### src/rtl/if_fetch.sv
// Instruction fetch for the 5-stage RV32I pipeline: builds each word from four
// byte reads, predicts the next pc statically and presents pc/inst to IF/ID.
module if_fetch #(
    parameter logic [31:0] RESET_PC    = 32'h0,
    parameter bit          STATIC_PRED = 1'b1
) (
    input  logic        clk,
    input  logic        rst,
    input  logic        rdy,
    input  logic        stall_i,
    input  logic        jmp_i,
    input  logic [31:0] jmp_target_i,
    output logic        mem_req_o,
    output logic [31:0] mem_addr_o,
    input  logic        mem_gnt_i,
    input  logic        mem_rvalid_i,
    input  logic [7:0]  mem_data_i,
    output logic        inst_valid_o,
    output logic [31:0] pc_o,
    output logic [31:0] inst_o,
    output logic        jmp_status_o
);

    typedef enum logic {FETCH, VALID} state_e;

    typedef struct packed {
        logic        vld;
        logic [31:0] pc;
        logic [31:0] inst;
        logic        jmp;
    } ifid_t;

    state_e      state_q, state_d;
    logic [31:0] pc_q, pc_d;
    logic [31:0] npc_q, npc_d;
    logic [2:0]  req_cnt_q, req_cnt_d;
    logic [2:0]  rcv_cnt_q, rcv_cnt_d;
    logic        drop_q, drop_d;
    logic [31:0] asm_q, asm_d;
    ifid_t       out_q, out_d;

    logic        granted;
    logic        outstanding;
    logic        take;
    logic [31:0] asm_new;
    logic [32:0] pred;

    // {taken, next_pc}; JAL and backward branches are predicted taken
    function automatic logic [32:0] predict(input logic [31:0] pc, input logic [31:0] w);
        logic [31:0] jal_imm;
        logic [31:0] br_imm;
        jal_imm = {{11{w[31]}}, w[31], w[19:12], w[20], w[30:21], 1'b0};
        br_imm  = {{19{w[31]}}, w[31], w[7], w[30:25], w[11:8], 1'b0};
        if (STATIC_PRED && w[6:0] == 7'b1101111)
            return {1'b1, pc + jal_imm};
        if (STATIC_PRED && w[6:0] == 7'b1100011 && w[31])
            return {1'b1, pc + br_imm};
        return {1'b0, pc + 32'd4};
    endfunction

    assign mem_req_o    = ~rst & rdy & (state_q == FETCH) & ~req_cnt_q[2];
    assign mem_addr_o   = rst ? 32'h0 : pc_q + {30'h0, req_cnt_q[1:0]};
    assign inst_valid_o = out_q.vld;
    assign pc_o         = out_q.pc;
    assign inst_o       = out_q.inst;
    assign jmp_status_o = out_q.jmp;

    always_comb begin
        state_d   = state_q;
        pc_d      = pc_q;
        npc_d     = npc_q;
        req_cnt_d = req_cnt_q;
        rcv_cnt_d = rcv_cnt_q;
        drop_d    = drop_q;
        asm_d     = asm_q;
        out_d     = out_q;

        granted     = mem_req_o & mem_gnt_i;
        outstanding = req_cnt_q != rcv_cnt_q;
        take        = mem_rvalid_i & ~drop_q & outstanding;
        asm_new     = asm_q;
        if (take)
            asm_new[{rcv_cnt_q[1:0], 3'b000} +: 8] = mem_data_i;
        pred = predict(pc_q, asm_new);

        if (jmp_i) begin
            // anything granted now or still in flight belongs to the old path
            pc_d      = jmp_target_i;
            req_cnt_d = 3'd0;
            rcv_cnt_d = 3'd0;
            out_d.vld = 1'b0;
            state_d   = FETCH;
            drop_d    = granted | ((outstanding | drop_q) & ~mem_rvalid_i);
        end else begin
            if (drop_q && mem_rvalid_i)
                drop_d = 1'b0;
            case (state_q)
                FETCH: begin
                    if (granted)
                        req_cnt_d = req_cnt_q + 3'd1;
                    if (take) begin
                        asm_d     = asm_new;
                        rcv_cnt_d = rcv_cnt_q + 3'd1;
                        if (rcv_cnt_q == 3'd3) begin
                            state_d = VALID;
                            out_d   = '{vld: 1'b1, pc: pc_q, inst: asm_new, jmp: pred[32]};
                            npc_d   = pred[31:0];
                        end
                    end
                end
                VALID: begin
                    if (!stall_i) begin
                        out_d.vld = 1'b0;
                        pc_d      = npc_q;
                        req_cnt_d = 3'd0;
                        rcv_cnt_d = 3'd0;
                        state_d   = FETCH;
                    end
                end
                default: state_d = FETCH;
            endcase
        end
    end

    always_ff @(posedge clk) begin
        if (rst) begin
            state_q   <= FETCH;
            pc_q      <= RESET_PC;
            npc_q     <= 32'h0;
            req_cnt_q <= 3'd0;
            rcv_cnt_q <= 3'd0;
            drop_q    <= 1'b0;
            asm_q     <= 32'h0;
            out_q     <= '0;
        end else if (rdy) begin
            state_q   <= state_d;
            pc_q      <= pc_d;
            npc_q     <= npc_d;
            req_cnt_q <= req_cnt_d;
            rcv_cnt_q <= rcv_cnt_d;
            drop_q    <= drop_d;
            asm_q     <= asm_d;
            out_q     <= out_d;
        end
    end

endmodule
### config.mk
export PLATFORM = sky130hd
export DESIGN_NAME = if_fetch
export DESIGN_NICKNAME = d
export VERILOG_FILES = /design/src/rtl/if_fetch.sv
export SDC_FILE = /design/constraint.sdc
export NUM_CORES = 1
export LEC_CHECK = 0
export BUFFER_PORTS_ARGS = -buffer_cell sky130_fd_sc_hd__buf_2
export CORE_MARGIN = 2
export CORE_UTILIZATION = 50
export DETAILED_ROUTE_END_ITERATION = 10
export PLACE_DENSITY = 0.75
export SETUP_SLACK_MARGIN = 0.02
export SYNTH_ARGS = -nofsm -noshare
export SYNTH_HDL_FRONTEND = slang
export SYNTH_SLANG_ARGS = --single-unit
### constraint.sdc
create_clock -name clk -period 4.29 [get_ports clk]
set_input_delay 0 -clock clk [delete_from_list [all_inputs] [get_ports clk]]
set_output_delay 0 -clock clk [all_outputs]
set_load 0.005 [all_outputs]
Yosys cells after proc, flatten, opt, wreduce, memory -nomap -nowiden
Index checks and enable logic that the tools add are counted.
{"block": "op_classes", "n_addsub": 7, "eq_ne": 9, "shift": 2, "muxes": 32, "n_bitwise": 15, "reduce_logical": 11}
{"operator": "32-bit two-way mux", "n": 5}
{"operator": "33-bit two-way mux", "n": 4}
{"operator": "66-bit two-way mux", "n": 2}
{"operator": "32-bit adder", "n": 2}
{"operator": "32-bit by 2-bit adder with 32-bit output", "n": 1}
{"operator": "32-bit by 3-bit adder with 32-bit output (second input constant)", "n": 1}
{"operator": "32-bit bitwise mux", "n": 1}
{"operator": "8-bit by 7-bit variable shift with 32-bit output (first input constant)", "n": 1}
{"operator": "8-bit by 7-bit variable part select with 32-bit output", "n": 1}
{"operator": "3-bit two-way mux", "n": 5}
{"operator": "7-bit equality test (second input constant)", "n": 2}
{"operator": "3-bit case mux with 2 select lines", "n": 2}
{"operator": "1-bit two-way mux", "n": 11}
{"operator": "3-bit != test (second input constant)", "n": 3}
{"operator": "3-bit AND reduction", "n": 3}
{"operator": "4-bit AND reduction", "n": 2}
{"operator": "1-bit bitwise AND", "n": 7}
{"operator": "5-bit negator with 7-bit output", "n": 1}
{"operator": "3-bit by 1-bit adder with 3-bit output (second input constant)", "n": 2}
{"operator": "1-bit inverter", "n": 6}
{"operator": "5-bit AND reduction", "n": 1}
{"operator": "1-bit case mux with 2 select lines", "n": 2}
{"operator": "2-bit nonzero test", "n": 2}
{"operator": "3-bit by 2-bit equality test with 1-bit output (second input constant)", "n": 1}
{"operator": "6 further kinds", "n": 8}
{"block": "totals", "reg_bits": 170, "input_bits": 47, "out_inout_bits": 99, "word_cells": 87}

Logic depth before layout (Yosys ltp)
{"block": "depth", "ltp_word": 14, "depth_mapped": 21, "depth_no_buf": 19}

Worst setup path before layout
Ideal clock, no wire load.
{"block": "synth_path", "path_type": "flip-flop to flip-flop", "start": "reg rcv_cnt_q[0]", "end": "reg npc_q[26]", "setup_time_ns": 0.103, "arrival_time_ns": 4.095, "required_time_ns": 4.187, "setup_slack_ns": 0.092, "path_stages_with_launch": 19, "path_buffers": 1, "period_less_slack_ns": 4.198, "path_cell_list": "dfxtp_1 -> buf_6 -> inv_1 -> ha_1 -> nor3b_2 -> nand2_1 -> nor2_1 -> a21oi_2 -> inv_2 -> ha_1 -> a211o_1 -> a21oi_2 -> o2bb2ai_1 -> a211oi_1 -> o31a_2 -> o31ai_4 -> mux2i_1 -> a32oi_1 -> a2111oi_2"}
{"block": "synth_via", "elab_cells_between_ends": 21, "cone_classes": "add/sub (3); eq/ne (4); shift (2); mux (9); bitwise (1); reduce/logical (2)"}
{"element": "from (decl)", "line": "37", "text": "logic [2:0] rcv_cnt_q, rcv_cnt_d;"}
{"element": "from (signal assigned)", "line": "140", "text": "rcv_cnt_q <= rcv_cnt_d;"}
{"element": "5-bit negator with 7-bit output", "line": "83", "text": "asm_new[{rcv_cnt_q[1:0], 3'b000} +: 8] = mem_data_i;"}
{"element": "8-bit by 7-bit variable part select with 32-bit output / 8-bit by 7-bit variable shift with 32-bit output (equally long branches)", "line": "83"}
{"element": "32-bit bitwise mux", "line": "83"}
{"element": "32-bit two-way mux *", "line": "82", "text": "if (take)"}
{"element": "net asm_new[31]", "line": "45", "text": "logic [31:0] asm_new;"}
{"element": "32-bit adder / 1-bit logical AND (equally long branches)", "line": "55, 56"}
{"element": "33-bit two-way mux / 1-bit two-way mux (equally long branches)", "line": "54, 56"}
{"element": "33-bit two-way mux / 1-bit two-way mux (equally long branches)", "line": "56", "text": "if (STATIC_PRED && w[6:0] == 7'b1100011 && w[31])"}
{"element": "33-bit two-way mux", "line": "58", "text": "return {1'b0, pc + 32'd4};"}
{"element": "33-bit two-way mux *", "line": "56"}
{"element": "to (signal assigned)", "line": "138", "text": "npc_q <= npc_d;"}
{"element": "to (decl)", "line": "35", "text": "logic [31:0] npc_q, npc_d;"}
Mark *: on every way through the listed nets, which the timed path passes. The rest lies on a longest branch. The select of a mux whose other input is x is not followed.
A chain may end at the register's enable or synchronous reset.

Worst setup path in the final report
{"block": "layout_path", "start": "reg rcv_cnt_q[0]", "end": "reg npc_q[27]"}
{"block": "layout_via", "elab_cells_between_ends": 21, "cone_classes": "add/sub (3); eq/ne (4); shift (2); mux (9); bitwise (1); reduce/logical (2)"}
{"element": "5-bit negator with 7-bit output", "line": "83"}
{"element": "8-bit by 7-bit variable part select with 32-bit output / 8-bit by 7-bit variable shift with 32-bit output (equally long branches)", "line": "83"}
{"element": "32-bit bitwise mux", "line": "83"}
{"element": "32-bit two-way mux *", "line": "82"}
{"element": "net asm_new[12]", "line": "45"}
{"element": "32-bit adder *", "line": "55", "text": "return {1'b1, pc + jal_imm};"}
{"element": "33-bit two-way mux *", "line": "54", "text": "if (STATIC_PRED && w[6:0] == 7'b1101111)"}
{"element": "33-bit two-way mux", "line": "56"}
{"element": "33-bit two-way mux", "line": "58"}
{"element": "33-bit two-way mux *", "line": "56"}
Marks and branches as above.

==> results_dict.tcl <==
set metrics [dict create \
    status "finished, final reports clean" \
    cts_tree "done" \
    seq_power_share_pct 46.1 \
    die_x_um 156.4 \
    end_kind "flip-flop" \
    dieArea_mm2 0.02447 \
    drt_iter0_drc 1231 \
    final_util_pct 61.25 \
    peakVddDrop_v 0.0002254 \
    finalClockSkew_ps 19.42 \
    final_nets 1781 \
    place_ws_ps -144.8 \
    synth_top_family_by_area "compound AO/OA/AOI/OAI gates" \
    r2r_slack_ps 110 \
    viasPerCell 6.006 \
    core_mm2 0.02271 \
    cts_buffers 17 \
    place.gp.congestion 0.9505 \
    pwr-share-clk_pct 42.6 \
    io_buffers 145 \
    dp_hpwl_mm 27.29 \
    cell_internal_pwr_mw 2.542 \
    rows 55 \
    ctsHtreeMaxLevel 4 \
    wl_per_cell_um 19.13 \
    critical_path.max_fanout 8 \
    syn-instance-count 1488 \
    cap_viol_max_count 0 \
    path_class "reg -> reg" \
    grt_pass1_vias 10911 \
    insertion_delay_ps 440 \
    yosysWarnings 0 \
    syn-num-nets 1592 \
    startpoint_type "flip-flop" \
    slew_headroom_pct 32.78 \
    drive_above_1_share_pct 20.77 \
    area.sequential_mm2 0.003386 \
    fin_crit_sh_pct 97.34 \
    grt_max_degree 97 \
    final_antenna_net_count 0 \
    dp.cells 1901 \
    rsz0062_at_grt "true" \
    dpl-instance-area_mm2 0.01278 \
    synth_cell_type_count 95 \
    net-switching-power_mw 1.058 \
    path_common_cell "and2_1" \
    cts_buffer_depth 2 \
    final_cell_mix "nor2_1, dfxtp_1, nand2_1" \
    cts.sinks 169 \
    drt_first_pass_iters 6 \
    synthesis.area_mm2 0.01162 \
    synthAdderAreaFrac_pct 6.332 \
    antenna_found_initial 0 \
    period_needed_ps 4176 \
    wl_mm 37.78 \
    hold_viol 0 \
    synth_area_per_cell_um2 7.808 \
    synth-compound-area-share_pct 25.60 \
    multi_input_area_mm2 0.007475 \
    start_util_pct 51.16 \
    tightestPinTransition_ps 1006 \
    power_frac_comb_pct 11.3 \
    cp_data_required_time_ps 4610 \
    synth_xor_area_share_pct 6.300 \
    grt-ovfl-total 0 \
    synth_flop_cell "dfxtp_1" \
    slowest_delay_ps 350 \
    drc 0 \
    synth_seq_cells 169 \
    cp_cell_sequence "xor2_2 -> nor3_2 -> nor2b_2 -> and2_1 -> and3_1 -> a21oi_1 -> inv_1 -> ha_1 -> and2_1 -> and4_1 -> a221oi_1 -> o21ai_2 -> o31ai_4 -> o21ba_2 -> mux2_2 -> a31oi_1 -> o22ai_1" \
    route.vias.total 11862 \
    area_delta_synth_final_pct 19.72 \
    design_area_mm2 0.01391 \
    async_flop_share_pct 0 \
    fp.dieH_um 156.4 \
    insertedDiodeCount 0 \
    grt_pass1_wl_mm 59.90 \
    layout_setup_ws_ps 114.1 \
    groute.usage.overall_pct 30.59 \
    fmax_ghz 0.2395 \
    tns_ps 0 \
    switching_share_pct 29.38 \
    setup_viol 0 \
    maxSlewViolCount 0 \
    cts-root-buf "clkbuf_16" \
    finalNonFillerCells 1975 \
    synth_mux_area_share_pct 3.285 \
    slowest_stage "dfxtp_2" \
    crit_arrival_ps 4490 \
    hold_class "in -> reg" \
    final_common_cell "nor2_1" \
    clk_pin_slew_ps 80 \
    p_leak_nw 5.855 \
    nFillCells 2003 \
    synth.yosys.seq_area_share_pct 29.12 \
    ioPinCount 146 \
    yosys.area_share.simple_pct 21.63 \
    power_density_mw_per_mm2 258.8 \
    synth_edf_count 0 \
]
synthesized netlist by cell type (all sizes together), types with 29 or more instances:
library cell | n | area (µm²)
a211oi | 105 | 798.3
a21oi | 132 | 671.9
and3 | 35 | 221.5
buf | 45 | 266.5
clkbuf | 69 | 372.9
dfxtp | 169 | 3383
ha | 54 | 675.7
inv | 46 | 172.7
mux2i | 37 | 370.4
nand2 | 168 | 640.6
nand3 | 34 | 182.7
nor2 | 200 | 753.2
nor3 | 29 | 161.4
o21ai | 58 | 301.6
xnor2 | 42 | 367.9
xor2 | 39 | 364.1
cell type report:
cell class              instances  area share, %
multi-input cells            1155          53.74
flip-flops and latches        169          24.34
repair buffers                288          13.95
clock buffers                  17          3.058
well taps                     285          2.564
inverters                      46          1.241
clock inverters                15          1.106
critical path: cells and delay by family (launching register included):
family	cells	cell delay, ps
compound gates	7	1490
flops	1	350
fa+ha+maj	1	340
xor+xnor	1	180
mux	1	340
buf+inv	1	80
simple gates	6	1280
registers in the layout (all words and copies together), names as in the netlist:
register / flops
npc_q: 32
asm_q: 32
rcv_cnt_q: 3
pc_q: 32
pc_o: 31
jmp_status_o: 1
req_cnt_q: 3
state_q: 1
drop_q: 1
inst_valid_o: 1
inst_o: 32
cell families (layout without fill, tap and decap cells):
family / count (synthesis) / in the layout
fa+ha+maj: 57 / 57
mux: 38 / 38
buf+inv: 164 / 366
xor+xnor: 81 / 81
compound gates: 435 / 435
flops: 169 / 169
simple gates: 544 / 544
power by group through the flow:
stage          sequential [mW]  combinational [mW]  clock (mW)
3_3_place_gp              1.69               0.358           0
5_1_grt                   1.66               0.441        1.62
4_1_cts                   1.65               0.394        1.55
3_5_place_dp              1.69               0.363           0
6_report                  1.66               0.406        1.53
2_1_floorplan             1.65               0.285           0
metal layers:
layer  wire, µm  vias to the layer above  share of wire (%)  track usage [%]
li1           -                     5700                  -                -
met1      17790                     5523                 47            46.29
met2      15910                      585                 42            44.79
met3       3417                       54                9.0            4.680
met4        663                        0                1.8            8.301
met5          0                        -                  0                0
final timing paths:
path,startpoint,end,cells after the start
setup / recovery,rcv_cnt_q[0]$_SDFFE_PP0P_,npc_q[27]$_SDFFE_PP0P_,17
hold / removal,mem_data_i[3],inst_o[3]$_SDFFE_PP0P_,4
setup reg to reg,rcv_cnt_q[0]$_SDFFE_PP0P_,npc_q[27]$_SDFFE_PP0P_,17
hold reg to reg,pc_o[27]$_SDFFE_PP0P_,pc_o[27]$_SDFFE_PP0P_,2
what timing repair did:
item | in CTS | in global routing
setup endpoints to repair | 8 | 16
hold endpoints to repair | 40 | 0
hold buffers | 41 | 0
gates resized for setup | 7 | 26
pin swaps | 1 | 7
buffers inserted | 0 | 1
metrics by stage:
| step | hold slack (ps) | power, mW |
|---|---|---|
| after floorplan | 52.20 | 1.933 |
| after global placement | 326.1 | 2.048 |
| after detailed placement | 330.6 | 2.054 |
| after CTS | 27.75 | 3.598 |
| after global routing | 60.86 | 3.718 |
| final | 51.59 | 3.600 |
Note: power is estimated with default switching activity, not from simulation.
